## src/rtl/mips_pkg.sv

```systemverilog
// Shared types and widths for the MIPS issue queue: controller states and
// the instruction/output-register field widths that make up one queue entry.
package mips_pkg;

  localparam int INSTR_W = 32;
  localparam int OREG_W  = 20;
  localparam int ENTRY_W = INSTR_W + OREG_W;

  typedef enum logic [1:0] {
    IDLE  = 2'd0,
    ISSUE = 2'd1,
    WAIT  = 2'd2
  } state_t;

  typedef struct packed {
    logic [INSTR_W-1:0] instr;
    logic [OREG_W-1:0]  oreg;
  } entry_t;

endpackage

```

## src/rtl/issue_fifo.sv

```systemverilog
// Circular buffer holding queued instruction entries; pointers wrap naturally
// because DEPTH is a power of two.
module issue_fifo #(
  parameter  int DEPTH = 4,
  parameter  int WIDTH = 52,
  localparam int PTR_W = $clog2(DEPTH),
  localparam int CNT_W = $clog2(DEPTH + 1)
) (
  input  logic             clk,
  input  logic             rst_n,
  input  logic             push,
  input  logic [WIDTH-1:0] wdata,
  input  logic             pop,
  output logic [WIDTH-1:0] rdata,
  output logic [CNT_W-1:0] count,
  output logic             full,
  output logic             empty
);

  localparam logic [CNT_W-1:0] FULL_CNT = CNT_W'(DEPTH);

  logic [WIDTH-1:0] mem [DEPTH];
  logic [PTR_W-1:0] wr_ptr;
  logic [PTR_W-1:0] rd_ptr;
  logic             do_push;
  logic             do_pop;

  assign full    = (count == FULL_CNT);
  assign empty   = (count == '0);
  assign do_push = push && !full;
  assign do_pop  = pop && !empty;
  assign rdata   = mem[rd_ptr];

  // NOTE: storage has no reset; count and pointers alone decide which slots are valid.
  always_ff @(posedge clk) begin
    if (do_push) mem[wr_ptr] <= wdata;
  end

  // NOTE: sequential state uses non-blocking assignments with the reset folded into the clocked block.
  always_ff @(posedge clk) begin
    if (!rst_n) begin
      wr_ptr <= '0;
      rd_ptr <= '0;
      count  <= '0;
    end else begin
      if (do_push) wr_ptr <= wr_ptr + PTR_W'(1);
      if (do_pop)  rd_ptr <= rd_ptr + PTR_W'(1);
      case ({do_push, do_pop})
        2'b10:   count <= count + CNT_W'(1);
        2'b01:   count <= count - CNT_W'(1);
        default: count <= count;
      endcase
    end
  end

endmodule

```

## src/rtl/mips_issue_queue.sv

```systemverilog
// Buffers instructions and feeds them one at a time to a MIPS core, waiting
// for each completion pulse before issuing the next entry.
module mips_issue_queue
  import mips_pkg::*;
#(
  parameter int DEPTH = 4
) (
  input  logic                         clk,
  input  logic                         rst_n,
  input  logic                         in_valid,
  input  logic [INSTR_W-1:0]           instruction,
  input  logic [OREG_W-1:0]            output_reg,
  output logic                         in_ready,
  output logic                         issue_valid,
  output logic [INSTR_W-1:0]           issue_instruction,
  output logic [OREG_W-1:0]            issue_output_reg,
  input  logic                         mips_out_valid,
  output logic                         busy,
  output logic [$clog2(DEPTH+1)-1:0]   count
);

  state_t state;
  state_t state_next;
  entry_t head;
  entry_t wentry;
  logic   fifo_full;
  logic   fifo_empty;
  logic   pop;

  assign wentry   = '{instr: instruction, oreg: output_reg};
  assign in_ready = !fifo_full;

  issue_fifo #(
    .DEPTH (DEPTH),
    .WIDTH (ENTRY_W)
  ) u_fifo (
    .clk   (clk),
    .rst_n (rst_n),
    .push  (in_valid && in_ready),
    .wdata (wentry),
    .pop   (pop),
    .rdata (head),
    .count (count),
    .full  (fifo_full),
    .empty (fifo_empty)
  );

  // NOTE: every signal driven here gets a default first so no latch is inferred.
  always_comb begin
    state_next = state;
    pop        = 1'b0;
    case (state)
      IDLE: begin
        if (!fifo_empty) begin
          state_next = ISSUE;
          pop        = 1'b1;
        end
      end
      ISSUE: state_next = WAIT;
      WAIT: begin
        if (mips_out_valid) begin
          if (!fifo_empty) begin
            state_next = ISSUE;
            pop        = 1'b1;
          end else begin
            state_next = IDLE;
          end
        end
      end
      default: state_next = IDLE;
    endcase
  end

  always_ff @(posedge clk) begin
    if (!rst_n) begin
      state             <= IDLE;
      issue_instruction <= '0;
      issue_output_reg  <= '0;
    end else begin
      state <= state_next;
      if (pop) begin
        issue_instruction <= head.instr;
        issue_output_reg  <= head.oreg;
      end
    end
  end

  assign issue_valid = (state == ISSUE);
  assign busy        = (state != IDLE);

endmodule

```

## config.mk

```make
export PLATFORM = sky130hd
export DESIGN_NAME = mips_issue_queue
export DESIGN_NICKNAME = d
export VERILOG_FILES = /design/src/rtl/mips_pkg.sv /design/src/rtl/issue_fifo.sv /design/src/rtl/mips_issue_queue.sv
export SDC_FILE = /design/constraint.sdc
export NUM_CORES = 1
export LEC_CHECK = 0
export ABC_AREA = 1
export CORE_MARGIN = 10
export CORE_UTILIZATION = 55
export DETAILED_ROUTE_END_ITERATION = 6
export GPL_TIMING_DRIVEN = 1
export PLACE_DENSITY = 0.78
export SLEW_MARGIN = 15
export SYNTH_ARGS = -nofsm -noshare
export SYNTH_HDL_FRONTEND = slang
export SYNTH_HIERARCHICAL = 1
export SYNTH_SLANG_ARGS = --single-unit
export TNS_END_PERCENT = 30
```

## constraint.sdc

```tcl
create_clock -name clk -period 7.5 [get_ports clk]
set_input_delay 0.75 -clock clk [delete_from_list [all_inputs] [get_ports clk]]
set_output_delay 0.75 -clock clk [all_outputs]
set_load 0.02 [all_outputs]
```

* Word level (Yosys, flattened, before mapping)
Memories as Yosys holds them, arrays and structs flattened. A register that Yosys moved wholly into a read port is not among the register bits. Cells that the tools add are included.
Storage, ports and cells: register bits 9, RAM bits 208, input bits 56, logic and storage cells 37, memories 1
Memories:
- u_fifo.mem | depth 4, bits a word 52, read ports 1, clocked after memory_dff 1, wr ports 1, RTL line issue_fifo.sv:22 | logic [WIDTH-1:0] mem [DEPTH];
Operators by class: add/subtract/negate cells 4, equal/unequal tests 7, multiplexer cells 10, reduce and logical (&&, ||, !) cells 11
Operators with widths (number):
- 2-bit one-hot mux with 3 select lines | 1
- 3-bit one-hot mux with 2 select lines | 1
- 1-bit 2-to-1 mux | 5
- 2-bit by 1-bit adder with 2-bit output (second input constant) | 2
- 2-bit by 1-bit equality test with 1-bit output (second input constant) | 2
- 2-bit equality test (second input constant) | 2
- 2-bit 2-to-1 mux | 2
- 2-bit != test (second input constant) | 2
- 2-bit nonzero test | 2
- 3-bit by 1-bit adder with 3-bit output (second input constant) | 1
- 3-bit equality test (second input constant) | 1
- 1-bit logical AND | 3
- 1-bit logical NOT | 3
- 3-bit logical NOT | 1
- 3-bit by 1-bit subtractor with 3-bit output (second input constant) | 1
- 2-bit logical NOT | 1
- 1-bit one-hot mux with 2 select lines | 1
- 2-bit AND reduction | 1

* Depth between registers and ports, before layout
Gate-level depths: netlist of the first run.
depth in word-level cells 7, depth in mapped cells 19, gate-level depth less buffers 17

* Cells and area by module
The synthesis of the first run kept the hierarchy.
By module, submodules not included:
- issue_fifo | instances 1, cells an instance 571, area each 8748.4 sq um, sequential area each 6426.2 sq um
- mips_issue_queue | instances 1, cells an instance 359, area each 2404.8 sq um, sequential area each 1081.0 sq um

* Worst setup path after synthesis of the first run
Ideal clock, no wire load.
path type flip-flop to flip-flop, from register u_fifo.count[1], to memory u_fifo.mem[0][0], enable pin, arrival 3371 ps, slack 3667 ps, cell stages (with the launch flop) 7, buffers on the path 0, path through dfxtp_1 > inv_1 > nand3_1 > inv_1 > nor2_1 > nand2_1 > nor2_1
Between the ends: word-level cells in the longest chain between the ends 6
Ends and longest elaborated chain:
- start, declared | RTL line issue_fifo.sv:15 | output logic [CNT_W-1:0] count,
- start signal, assigned | RTL line issue_fifo.sv:49 | 2'b10: count <= count + CNT_W'(1);
- start signal, assigned | RTL line issue_fifo.sv:50 | 2'b01: count <= count - CNT_W'(1);
- start signal, assigned | RTL line issue_fifo.sv:51 | default: count <= count;
- 3-bit equality test * | RTL line issue_fifo.sv:28 | assign full = (count == FULL_CNT);
- net fifo_full | RTL line mips_issue_queue.sv:26 | logic fifo_full;
- 1-bit logical NOT * | RTL line issue_fifo.sv:30, mips_issue_queue.sv:31
- 1-bit logical AND | RTL line mips_issue_queue.sv:39 | .push (in_valid && in_ready),
- 1-bit logical AND * | RTL line issue_fifo.sv:30 | assign do_push = push && !full;
- 1-bit 2-to-1 mux * | RTL line issue_fifo.sv:36 | if (do_push) mem[wr_ptr] <= wdata;
- 1-bit 2-to-1 mux (implied by the code) * | RTL line issue_fifo.sv:36
- end, declared | RTL line issue_fifo.sv:22
Mark *: on every way through the listed nets, which the timed path passes. The rest lies on a longest branch.

* Worst setup path after layout of the first run
from register u_fifo.count[1], to memory u_fifo.mem[0][24], enable pin
Same word-level chain as after synthesis.

==> results of run 1 <==
worst min-delay path: stages (launching register included):
cell	delay (ps)
sky130_fd_sc_hd__dfxtp_1	320
sky130_fd_sc_hd__a21oi_1	40
sky130_fd_sc_hd__nor2_1	80
routing by layer:
metal  up-vias  wire [um]  global-route usage
met5         -         18                   0
met4         2        377              0.0517
met3        35       1650              0.0440
met1      3480       9820               0.220
li1       3426          -                   -
met2       199      11900               0.303
through the flow:
stage | cells | utilization | power, mW
after floorplan | 930 | - | 3.50
after global placement | 1263 | 0.614 | 3.93
after detailed placement | 1263 | 0.614 | 3.98
after CTS | 1312 | 0.660 | 5.37
after global routing | 1315 | 0.662 | 5.69
final | 1316 | 0.662 | 5.36
Yosys cell counts:
library cell,n
sky130_fd_sc_hd__dfxtp_1,63
sky130_fd_sc_hd__nor2_2,3
sky130_fd_sc_hd__nand3_1,58
sky130_fd_sc_hd__nand4_1,1
sky130_fd_sc_hd__o22ai_2,38
sky130_fd_sc_hd__buf_6,4
sky130_fd_sc_hd__nand2_1,66
sky130_fd_sc_hd__o21ai_0,92
sky130_fd_sc_hd__edfxtp_1,208
sky130_fd_sc_hd__o22ai_1,14
sky130_fd_sc_hd__nand2_2,1
sky130_fd_sc_hd__fa_1,1
sky130_fd_sc_hd__clkbuf_1,23
sky130_fd_sc_hd__nor2_4,38
sky130_fd_sc_hd__nor2_1,129
sky130_fd_sc_hd__inv_1,77
sky130_fd_sc_hd__inv_2,2
sky130_fd_sc_hd__ha_1,5
sky130_fd_sc_hd__nand3b_1,1
sky130_fd_sc_hd__buf_12,5
sky130_fd_sc_hd__buf_4,7
sky130_fd_sc_hd__a21oi_1,59
sky130_fd_sc_hd__buf_2,21
sky130_fd_sc_hd__o21ai_1,14
power by group:
| part | total, mW | internal, mW | switching [mW] | leakage [nW] |
|---|---|---|---|---|
| logic | 1.95 | 0.712 | 1.23 | 1.98 |
| clock network | 1.38 | 0.848 | 0.529 | 0.454 |
| registers | 2.04 | 1.93 | 0.107 | 2.43 |
| total | 5.36 | 3.49 | 1.87 | 4.86 |
placed cells by master, fill, tap and decap left out:
cell type / instances
sky130_fd_sc_hd__dfxtp_2: 1
sky130_fd_sc_hd__nor2_4: 43
sky130_fd_sc_hd__nand2_1: 66
sky130_fd_sc_hd__nor2_1: 125
sky130_fd_sc_hd__nand3_1: 58
sky130_fd_sc_hd__fa_1: 1
sky130_fd_sc_hd__o22ai_2: 38
sky130_fd_sc_hd__dfxtp_4: 1
sky130_fd_sc_hd__clkbuf_1: 6
sky130_fd_sc_hd__clkdlybuf4s50_1: 112
sky130_fd_sc_hd__clkinv_1: 1
sky130_fd_sc_hd__o22ai_1: 14
sky130_fd_sc_hd__inv_1: 77
sky130_fd_sc_hd__buf_2: 1
sky130_fd_sc_hd__clkbuf_16: 27
sky130_fd_sc_hd__o21ai_0: 92
sky130_fd_sc_hd__buf_16: 1
sky130_fd_sc_hd__inv_6: 2
sky130_fd_sc_hd__nand3b_1: 1
sky130_fd_sc_hd__nand2_4: 1
sky130_fd_sc_hd__nor2_2: 2
sky130_fd_sc_hd__dfxtp_1: 61
sky130_fd_sc_hd__inv_2: 1
sky130_fd_sc_hd__bufinv_16: 4
sky130_fd_sc_hd__clkinvlp_2: 1
sky130_fd_sc_hd__clkbuf_8: 5
sky130_fd_sc_hd__edfxtp_1: 208
sky130_fd_sc_hd__buf_4: 10
sky130_fd_sc_hd__ha_1: 5
sky130_fd_sc_hd__nand4_1: 1
sky130_fd_sc_hd__a21oi_1: 59
sky130_fd_sc_hd__o21ai_1: 14
sky130_fd_sc_hd__clkinv_2: 4
sky130_fd_sc_hd__diode_2: 3
layout make-up:
type,instances,area [um2],share of cell area
antenna,3,7.51,0.000564
clock buffer,38,767,0.0576
clock inverter,11,158,0.0118
inverter,79,302,0.0227
multi-input combinational,520,3000,0.225
sequential,271,7510,0.564
tap,270,338,0.0254
timing repair buffer,124,1230,0.0923
worst min-delay path by stage:
| stage | startpoint | end | slack [ps] | cells past startpoint |
|---|---|---|---|---|
| final | issue_instruction[23]$_SDFFE_PN0P_ | issue_instruction[23]$_SDFFE_PN0P_ | 480 | 2 |
| after detailed placement | u_fifo/rd_ptr[0]$_SDFFE_PN0P_ | u_fifo/rd_ptr[0]$_SDFFE_PN0P_ | 470 | 2 |
| after floorplan | u_fifo/rd_ptr[0]$_SDFFE_PN0P_ | register | 450 | 2 |
| after global placement | issue_instruction[10]$_SDFFE_PN0P_ | issue_instruction[10]$_SDFFE_PN0P_ | 460 | 2 |
| after CTS | issue_instruction[16]$_SDFFE_PN0P_ | issue_instruction[16]$_SDFFE_PN0P_ | 480 | 2 |
| after global routing | issue_instruction[16]$_SDFFE_PN0P_ | issue_instruction[16]$_SDFFE_PN0P_ | 500 | 2 |
logic make-up (layout without fill, tap and decap cells):
family	Yosys count	count (layout)	share of synthesized area
buffers and inverters	139	252	0.0615
other	0	3	0
AND/OR/NAND/NOR	297	297	0.133
AO/OA/AOI/OAI	217	217	0.125
flip-flops	271	271	0.673
adder cells (fa/ha/maj)	6	6	0.00740
==> run summary, run 1 <==
The flow ran to the end, and the final reports show no timing, DRC or antenna violations. The post-route cell area came out at 0.0133 mm2. The die span in x is 162 um.

The initial antenna violation count came out at 4. The cell count after synthesis came out at 930. The first-pass GRT wire length came out at approximately 38,000 um. The leakage dissipation is about 4.9 nW.

The worst-case setup slack after placement is 4060 ps. The all-layer global routing usage is 0.178. The critical path endpoint is u_fifo/mem[0][24]$_DFFE_PP_. The critical path is of the register to register type.

Together, buffers and inverters on the worst path number 3. The number of setup buffers added after CTS is 0. The total number of yosys warnings came out at 6. In this run the critical register-to-register path is launched from u_fifo/count[1]$_SDFFE_PN0P_.

In this run the cell area of the synthesized design comes to 0.0112 mm2. The pin count of the biggest net entering global routing is 105. The number of detailed-route iterations in the first pass came out at 6. STA classifies the critical path startpoint as a register. During I/O placement, the number of pins put on the boundary was 114.

The max-capacitance violation count came out at 0. The tightest min-delay check is of the register to register type. The aggregate routed wire length came out at roughly 24,000 um.

The global placer's final weighted congestion is 0.748. The average wire per standard cell is roughly 18 um. The number of H-tree branching levels is 1. The post-cts resize count came out at 0.

Setup repair after global routing left no endpoint under its margin. The highest net fanout along the worst path came out at 30. The insertion delay to the later sink of the worst-skew pair is about 520 ps. The worst register-to-register path has a depth of 7. The per-cell via count in the routed design is 5.43. The core area is around 0.020 mm2. TritonCTS built the clock tree. The count of final max-slew check failures is 0.

The total overflow left after global routing is 0. The final number of hold-violating endpoints came to 0. Counting flops and latches in the post-synthesis netlist gives between 200 and 300. The root buffer selected by CTS is sky130_fd_sc_hd__clkbuf_16. The number of setup violations in the final report came out at 0. The die span in y is around 160 um. The number of buffer cells added on primary ports came out at 113.

The clock sink count is 271. In this run the mean area of a mapped cell was 12.0 um2. Clock-pin slew was measured on the worst setup and hold paths at 60 ps. The number of DRC violations after detailed routing came out at 0.

The data arrival time of the critical path is 3080 ps. Hold timing on the final database bottoms out at a slack of 478 ps. Counting buffers and inverters, the worst setup path is 7 cells deep. The full die area came out at 0.0264 mm2. Ranked by total cell area, the synthesized netlist is headed by sky130_fd_sc_hd__edfxtp_1, sky130_fd_sc_hd__dfxtp_1, sky130_fd_sc_hd__nor2_1, sky130_fd_sc_hd__o22ai_2, sky130_fd_sc_hd__o21ai_0. In this run the critical register-to-register path is captured at u_fifo/mem[0][24]$_DFFE_PP_.

For this configuration, the core starts out at a cell density of 0.555. The growth of design area from synthesis to finish is 19.4%. The share of post-route cells with drive strength above 1 came out at 0.136. STA classifies the critical path endpoint as a register. The overall via count from detail_route came out at 7,142.

The HPWL after detailed placement came out at 13,200 um. The share of the clock period used by the worst path came out at 0.389. Subtracting the final worst setup slack from the clock period gives 2920 ps.

The detail route stage leaves a number of antenna-violating nets equal to 0. The kind of cell with the highest combined delay along the critical path is simple AND/OR/NAND/NOR gates. The number of buffers inserted for hold repair after clock tree synthesis came out at 0.

Clock tree synthesis inserted a total of 27 buffers. The row count came out at 52. The power per standard cell area is 403 mW/mm2. The post-synthesis sequential area ratio is 0.673. The maximum resistive drop on vdd is between 0.2 and 0.25 mV. The number of nets handed over by synthesis was ~990. The DRC violation total after the first TritonRoute iteration came out at roughly 670.

The critical path required time is 7660 ps. Across all setup checks in the final design, the least slack found is 4580 ps. Derived from the worst setup path, the maximum achievable clock frequency is 0.343 GHz. The number of distinct library cells after synthesis came out at 24. The number of buffers on the longest clock path is 3. Summed over all instances, the cell type with the most area after synthesis is sky130_fd_sc_hd__edfxtp_1. The reg2reg setup slack is approximately 4600 ps. The fraction of synthesized cell area taken by the top area cell type is 0.560. Setup total negative slack on the finished layout was measured at 0 ps.

The cell with the most instances on the worst path is sky130_fd_sc_hd__inv_1. The register with the most flip-flops in the layout has 208 of them. The slowest cell on the critical path is sky130_fd_sc_hd__nor2_4.

The setup skew after layout is between 8 and 9 ps. The worst-margin pin slew came out at 1090 ps. The critical path goes through inv_1, nand3_1, inv_1, nor2_1, nand2_1, nor2_4, buf_4. The maximum single-stage delay on the critical path is 680 ps. The final layout contains 1,085 nets.

The number of fill cells in the layout is 1,437. The relative slew slack is 0.275. In this run the worst setup path begins at u_fifo/count[1]$_SDFFE_PN0P_. The via count of the first global-routing pass came to 7,258. The cell area after placement is 0.0124 mm2.
No activity file was read; power rests on OpenSTA's default activity.
==> inputs of run 2 (changes only) <==
CORE_UTILIZATION = 51   (was 55)
PLACE_DENSITY = 0.76   (was 0.78)
clock period = 2.5 ns   (was 7.5 ns; I/O delays follow)
==> run 2 against run 1 <==
  * Clock power grew to 3.4 times the previous value
  * Sequential power grew to 3.0 times the previous value
  * Clock skew is 0.66 ps lower
  * Largest power group unchanged
  * Critical path type unchanged
  * Largest cell class unchanged
  * Worst hold slack worse by 180 ps
  * Total power grew to 3.1 times the previous value
  * Register-to-register slack worse by 4400 ps
  * Sequential share of layout area is 1.5 points lower
  * Sequential cell count stayed put
  * Critical path depth is 10 higher
  * Highest routed layer is now met4
  * Die area is 6.9% higher
==> run summary, run 2 (same netlist as run 1, synthesis figures left out) <==
The number of fill cells in the layout is 1,636. The initial antenna violation count was 2. The number of DRC violations after detailed routing is 0. Setup repair after global routing left no endpoint under its margin. The path class of the tightest hold or removal check is primary input to register. The first-pass GRT wire length came out at roughly 38,000 um. The power per standard cell area came out at 1220 mW/mm2.

Of the cells placed in the final design, the portion with a size suffix greater than 1 is 0.148. Setup violations remaining at the end of the flow were counted as 0. The share of total power dissipated in the clock network is 0.279. Dividing the detail-routed wire length by the instance count gives 17.6 um.

The die span in y came out at 168 um. Once detail routing completed, the nets flagged for antenna violations numbered 0. The count of final max-slew check failures is 0.

The number of setup buffers added after CTS came out at 0. In this run the critical register-to-register path is launched from u_fifo/count[0]$_SDFFE_PN0P_. The worst-margin pin slew is ~770 ps. The maximum resistive drop on vdd came out at 0.966 mV.

Entering global routing, the biggest net connects 105 pins. The data arrival time of the critical path is 2700 ps. The global placer's final weighted congestion came out at between 0.7 and 0.8. In this run the number of H-tree levels came out at 1.

The per-cell via count in the routed design is 5.29. The flow ran to the end, and the final reports show no timing, DRC or antenna violations. 114 I/O pins were placed.

The worst setup path is captured at a register. In this run, CTS created clock tree buffers numbering 28. STA classifies the critical path startpoint as a register.

The max-capacitance violation count is 0. The total net switching power is 5.67 mW. In the layout the commonest cells are sky130_fd_sc_hd__edfxtp_1, sky130_fd_sc_hd__nor2_1, sky130_fd_sc_hd__clkdlybuf4s50_1. The count of cells along the worst register-to-register path came out at 17.

The residual overflow from global routing is 0. The core area came out at approximately 0.022 mm2. The final number of hold-violating endpoints came out at 0.

The peak clock frequency supported by timing came out at roughly 0.44 GHz. The HPWL after detailed placement came out at 13,600 um. The internal cell power came out at 11.0 mW. The starting density of the core came out at 0.514. The via count of the first global-routing pass is about 7,100. The row count is between 50 and 60. The hold path depth came out at 3.

The analysis attributes to cell leakage a power of 5.01 nW. The DRC violation total after the first TritonRoute iteration came out at 489. The share of the clock period used by the worst path is 0.910. In the final timing run, aggregate negative setup slack is 0 ps.

Input and output buffers added on the ports amount to roughly 110. The library cell used most frequently in the layout, excluding fill and tap cells, is sky130_fd_sc_hd__edfxtp_1. The post-cts resize count came out at 0. The setup skew after layout came out at around 7.4 ps. The number of buffers inserted for hold repair after clock tree synthesis is 0.

The reg2reg setup slack is 220 ps. The first detailed-routing pass took 5 iterations. TritonCTS built the clock tree. The floorplan step defined a die boundary enclosing 0.0282 mm2. The all-layer global routing usage is 0.163. The area growth from synthesis to layout is 22.6%. The setup path with the least slack is of type register to register. The overall via count from detail_route came out at a little over 7,000.

The final net count came out at between 1,000 and 1,500. Clock tree synthesis selected as its root buffer the cell sky130_fd_sc_hd__clkbuf_16. For the worst setup path, the data required time is between 2000 and 3000 ps. The endpoint of the worst-slack reg-to-reg timing path is u_fifo/count[2]$_SDFFE_PN0P_. The floorplan step set the die width to 168 um. The clock drives 271 sinks. The startpoint of the worst setup timing path is u_fifo/count[0]$_SDFFE_PN0P_.

Of the total power, the share spent switching nets is 0.340. The utilization after layout came out at 0.631. In this run the most critical hold path is launched from rst_n.

The clock period minus final worst setup slack came out at 2280 ps. The combinational group share of total power came out at 0.355. The flip-flop count of the largest register, all copies and words added is 208.

The critical path endpoint is u_fifo/count[2]$_SDFFE_PN0P_. Of the total power, registers draw 0.366. Of all nets on the critical path, the largest fanout is 5. The clock transition time at the flip-flop clock pins of the worst setup and hold paths is approximately 60 ps.

The aggregate routed wire length is 23,500 um. The number of buffers on the longest clock path is 3. The relative slew slack is 0.488. The insertion delay to the later sink of the worst-skew pair is 530 ps.
-- run 2: changes by cell type in the layout (fill, tap and decap cells not counted), moves of 4 or more --
| cell | change |
|---|---|
| sky130_fd_sc_hd__clkbuf_8 | -4 |
| sky130_fd_sc_hd__buf_4 | -5 |
| sky130_fd_sc_hd__buf_12 | +14 |
| sky130_fd_sc_hd__clkbuf_16 | +5 |
| sky130_fd_sc_hd__clkbuf_1 | -5 |
-- run 2: worst min path at each step --
| stage | to | slack (ps) |
|---|---|---|
| global placement | issue_output_reg[11]$_SDFFE_PN0P_ | 460 |
| finish | u_fifo/wr_ptr[0]$_SDFFE_PN0P_ | 300 |
| CTS | issue_instruction[7]$_SDFFE_PN0P_ | 290 |
| floorplan | u_fifo/mem[0][0]$_DFFE_PP_ | 350 |
| detailed placement | issue_instruction[27]$_SDFFE_PN0P_ | 470 |
| global route | u_fifo/wr_ptr[0]$_SDFFE_PN0P_ | 330 |
-- run 2: stage by stage --
step | std cells | power, mW | hold WS, ps | area [um2] | worst slack [ps]
3_5_place_dp | 1282 | 12.2 | 467 | 12600 | 257
5_1_grt | 1334 | 17.7 | 333 | 13700 | 43.3
4_1_cts | 1334 | 16.8 | 293 | 13700 | 248
6_report | 1336 | 16.7 | 297 | 13700 | 225
2_1_floorplan | 930 | 10.5 | 349 | 11200 | -514
3_3_place_gp | 1282 | 12.0 | 459 | 12600 | 274
-- run 2: power groups by stage --
stage | sequential [mW] | clock [mW] | combinational, mW
finish | 6.10 | 4.65 | 5.91
global route | 6.18 | 4.93 | 6.59
CTS | 6.10 | 4.73 | 6.00
detailed placement | 6.19 | 0 | 5.97
global placement | 6.16 | 0 | 5.89
floorplan | 6.54 | 0 | 3.96
-- run 2: final cells by class --
cell class | count | area, um2 | share of cell area
Clock inverter | 18 | 245 | 0.0179
Antenna cell | 2 | 5.00 | 0.000366
Tap cell | 280 | 350 | 0.0256
Multi-Input combinational cell | 520 | 3000 | 0.219
Timing Repair Buffer | 132 | 1440 | 0.106
Inverter | 79 | 302 | 0.0220
Sequential cell | 271 | 7510 | 0.549
Clock buffer | 34 | 818 | 0.0598
-- run 2: worst max-delay path, cell delays in order, from the launching register on --
cell,delay [ps]
sky130_fd_sc_hd__dfxtp_1,340
sky130_fd_sc_hd__inv_1,110
sky130_fd_sc_hd__nand3_1,200
sky130_fd_sc_hd__inv_1,120
sky130_fd_sc_hd__nor2_4,120
sky130_fd_sc_hd__nand2_1,80
sky130_fd_sc_hd__inv_1,90
sky130_fd_sc_hd__inv_1,40
sky130_fd_sc_hd__nor2_1,120
sky130_fd_sc_hd__ha_1,180
sky130_fd_sc_hd__inv_1,60
sky130_fd_sc_hd__fa_1,380
sky130_fd_sc_hd__inv_1,60
sky130_fd_sc_hd__nand2_1,60
sky130_fd_sc_hd__nand3_1,70
sky130_fd_sc_hd__nand2_1,50
sky130_fd_sc_hd__inv_1,40
sky130_fd_sc_hd__nor2_1,30
-- run 2: routing by layer --
metal | part of all wire | wire length [um] | global-route usage
met3 | 0.055 | 1300 | 0.0386
met4 | 0.022 | 514 | 0.0481
met5 | 0 | 0 | 0
met2 | 0.49 | 11500 | 0.274
met1 | 0.43 | 10100 | 0.204
==> inputs of run 3 (changes only) <==
CELL_PAD_IN_SITES_DETAIL_PLACEMENT = 1   (was not set)
CELL_PAD_IN_SITES_GLOBAL_PLACEMENT = 1   (was not set)
CORE_UTILIZATION = 41   (was 51)
PLACE_DENSITY = not set   (was 0.76)
PLACE_DENSITY_LB_ADDON = 0.1   (was not set)
==> run 3 against run 2 <==
  * Clock power fell by 7.1%
  * Fmax rose by 2.2%
  * Final cell count rose by 5.0%
  * Highest routed layer is now met5
==> run summary, run 3 (same netlist as run 1, synthesis figures left out) <==
The residual antenna-violating net count after detailed routing is 0. Setup violations remaining at the end of the flow were counted as 0. The tightest min-delay check is of the primary input to register type. On the final layout, the worst hold slack is 207 ps.

The met3 capacity usage during global routing came out at 0.0349. The share of the clock period used by the worst path is 0.890. The number of detailed-route iterations in the first pass came out at 4. In this run the worst path has a maximum fanout of 5.

The switching fraction of total power came out at 0.354. The peak clock frequency supported by timing came out at 0.449 GHz. The flip-flop count of the largest register, all copies and words added came out at 208.

The starting density of the core is 0.415. The HPWL after detailed placement came out at 15,700 um. The number of setup buffers added after CTS is 0. The die span in y came out at 185 um. At the pin with the least slew margin, the transition time is between 500 and 600 ps. On the critical path, the stage with the largest delay is an instance of sky130_fd_sc_hd__fa_1. The critical path required time is 2940 ps. The residual overflow from global routing is 0. The number of buffers on the longest clock path is 3.

The number of buffers and inverters on the critical path came out at 7. The final route contains 7,234 vias. The met2 usage in global routing came out at 0.269. The share of total power dissipated in combinational logic is 0.368. The sequential standard cell area is 0.00751 mm2.

After detailed routing, the number of vias per cell comes to slightly above 5. STA classifies the critical path endpoint as a register. The utilization after layout came out at 0.508. The CTS tree is done. The internal cell power is 10.7 mW. The initial antenna violation count came to 4. The final net count came out at 1,097.

The most common library cell in the layout ignoring fill and taps is sky130_fd_sc_hd__edfxtp_1. The leakage dissipation is 4.98 nW. Traced cell by cell, the critical path runs through inv_1, nand3_2, inv_1, nor2_4, nand2_1, inv_1, inv_1, nor2_1, ha_1, inv_1, fa_1, inv_1, nand2_1, nand3_1, nand2_1, inv_1, nor2_1. The via count of the first global-routing pass is 7,835. The max-capacitance violation count is 0. The DRC violation total after the first TritonRoute iteration is 326. The layer flagged by global routing as most heavily used is met2.

The row count came out at 60. The flow ran to the end, and the final reports show no timing, DRC or antenna violations. The die span in x came out at 185 um. The worst setup path is launched from a register. In the final routed layout, each cell accounts on average for 19.3 um. The first global-routing pass estimated 42,900 um of wire. The library cells used most frequently in the layout, excluding fill and tap cells, are sky130_fd_sc_hd__edfxtp_1, sky130_fd_sc_hd__nor2_1, sky130_fd_sc_hd__clkdlybuf4s50_1. The clock transition time at the flip-flop clock pins of the worst setup and hold paths is about 60 ps. The area of combinational cells with multiple inputs is 0.00301 mm2. The maximum single-stage delay on the critical path is 380 ps. Among cell families on the critical path, the largest total delay comes from simple AND/OR/NAND/NOR gates.

The final number of hold-violating endpoints came to 0. The cell sitting at the root of the clock tree is a sky130_fd_sc_hd__clkbuf_16. The share of post-route cells with drive strength above 1 came out at 0.146.

By startpoint and endpoint, the worst setup path is classified as register to register. The global placer's final weighted congestion came out at 0.702. The worst pin sits at a relative slew slack of 0.628. The total CTS buffers came out at 30. Setup repair after global routing left no endpoint under its margin. The clock reaches the later pin of the worst-skew pair after approximately 540 ps. In this run the number of H-tree levels came out at 1. The I/O pin count is 114. The pin count of the biggest net entering global routing is 105. The share of total power dissipated in the clock network is 0.262. After detailed routing, the number of remaining DRC violations is 0. For met1 alone, demand over resource in global routing was 0.197.

The data arrival time of the critical path is 2670 ps. The growth of design area from synthesis to finish came out at 22.5%. The total net switching power is 5.83 mW. The total negative setup slack came out at 0 ps.

The core area is 0.0269 mm2. The power per standard cell area is roughly 1200 mW/mm2. The all-layer global routing usage is 0.158. The worst-case IR drop observed on VDD is 0.919 mV. The count of final max-slew check failures came out at 0. The clock sink count came out at 271.

Summed over all layers, the routed wires come to 27,000 um. The setup skew after layout is slightly above 9 ps. Port buffering added 113 buffers.

The cell with the most instances on the worst path is sky130_fd_sc_hd__inv_1. The clock period minus final worst setup slack came out at approximately 2200 ps. The number of fill cells in the layout is 2,769. The floorplan step defined a die boundary enclosing 0.0342 mm2. The sequential cell fraction of total power came out at 0.370.
-- run 3: power by group through the flow --
| stage | logic (mW) | clock network (mW) | registers (mW) |
|---|---|---|---|
| floorplan | 3.96 | 0 | 6.54 |
| global placement | 6.07 | 0 | 6.18 |
| detailed placement | 6.19 | 0 | 6.20 |
| CTS | 6.22 | 4.43 | 6.12 |
| global route | 6.81 | 4.61 | 6.20 |
| finish | 6.07 | 4.32 | 6.11 |
-- run 3: tightest hold or removal path: stages --
cell                      delay, ps
sky130_fd_sc_hd__buf_2          280
sky130_fd_sc_hd__nand2_1        140
sky130_fd_sc_hd__nor2_1          30
-- run 3: metrics by stage --
step / instance area [um2] / std cells / total power [mW] / setup slack, ps
CTS: 13700 / 1400 / 16.8 / 152
global route: 13700 / 1402 / 17.6 / 22.8
finish: 13700 / 1403 / 16.5 / 275
detailed placement: 12700 / 1344 / 12.4 / 175
global placement: 12700 / 1344 / 12.2 / 250
floorplan: 11200 / 930 / 10.5 / -514
-- run 3: path summary, 6_finish.rpt --
check | start | end | slack [ps] | depth (start not counted)
hold / removal | rst_n | u_fifo/wr_ptr[1]$_SDFFE_PN0P_ | 210 | 3
setup reg to reg | u_fifo/count[1]$_SDFFE_PN0P_ | u_fifo/count[2]$_SDFFE_PN0P_ | 270 | 17
setup / recovery | u_fifo/count[1]$_SDFFE_PN0P_ | u_fifo/count[2]$_SDFFE_PN0P_ | 270 | 17
hold reg to reg | issue_output_reg[13]$_SDFFE_PN0P_ | issue_output_reg[13]$_SDFFE_PN0P_ | 480 | 2
-- run 3: layout make-up --
cell class / count / area share
clock buffers: 44 / 0.0640
inverters: 79 / 0.0221
clock inverters: 12 / 0.00797
well taps: 341 / 0.0312
multi-input cells: 520 / 0.220
diodes: 3 / 0.000549
flip-flops and latches: 271 / 0.550
repair buffers: 133 / 0.104
-- run 3: routing by layer --
layer,up-vias,part of all wire
met2,137,0.48
met5,-,0.00044
li1,3453,-
met1,3600,0.45
met4,2,0.019
met3,42,0.052
-- run 3: repair_timing --
item,in CTS,in global routing
resized for setup,0,1
endpoints found under the setup margin,0,1
hold buffers,0,0
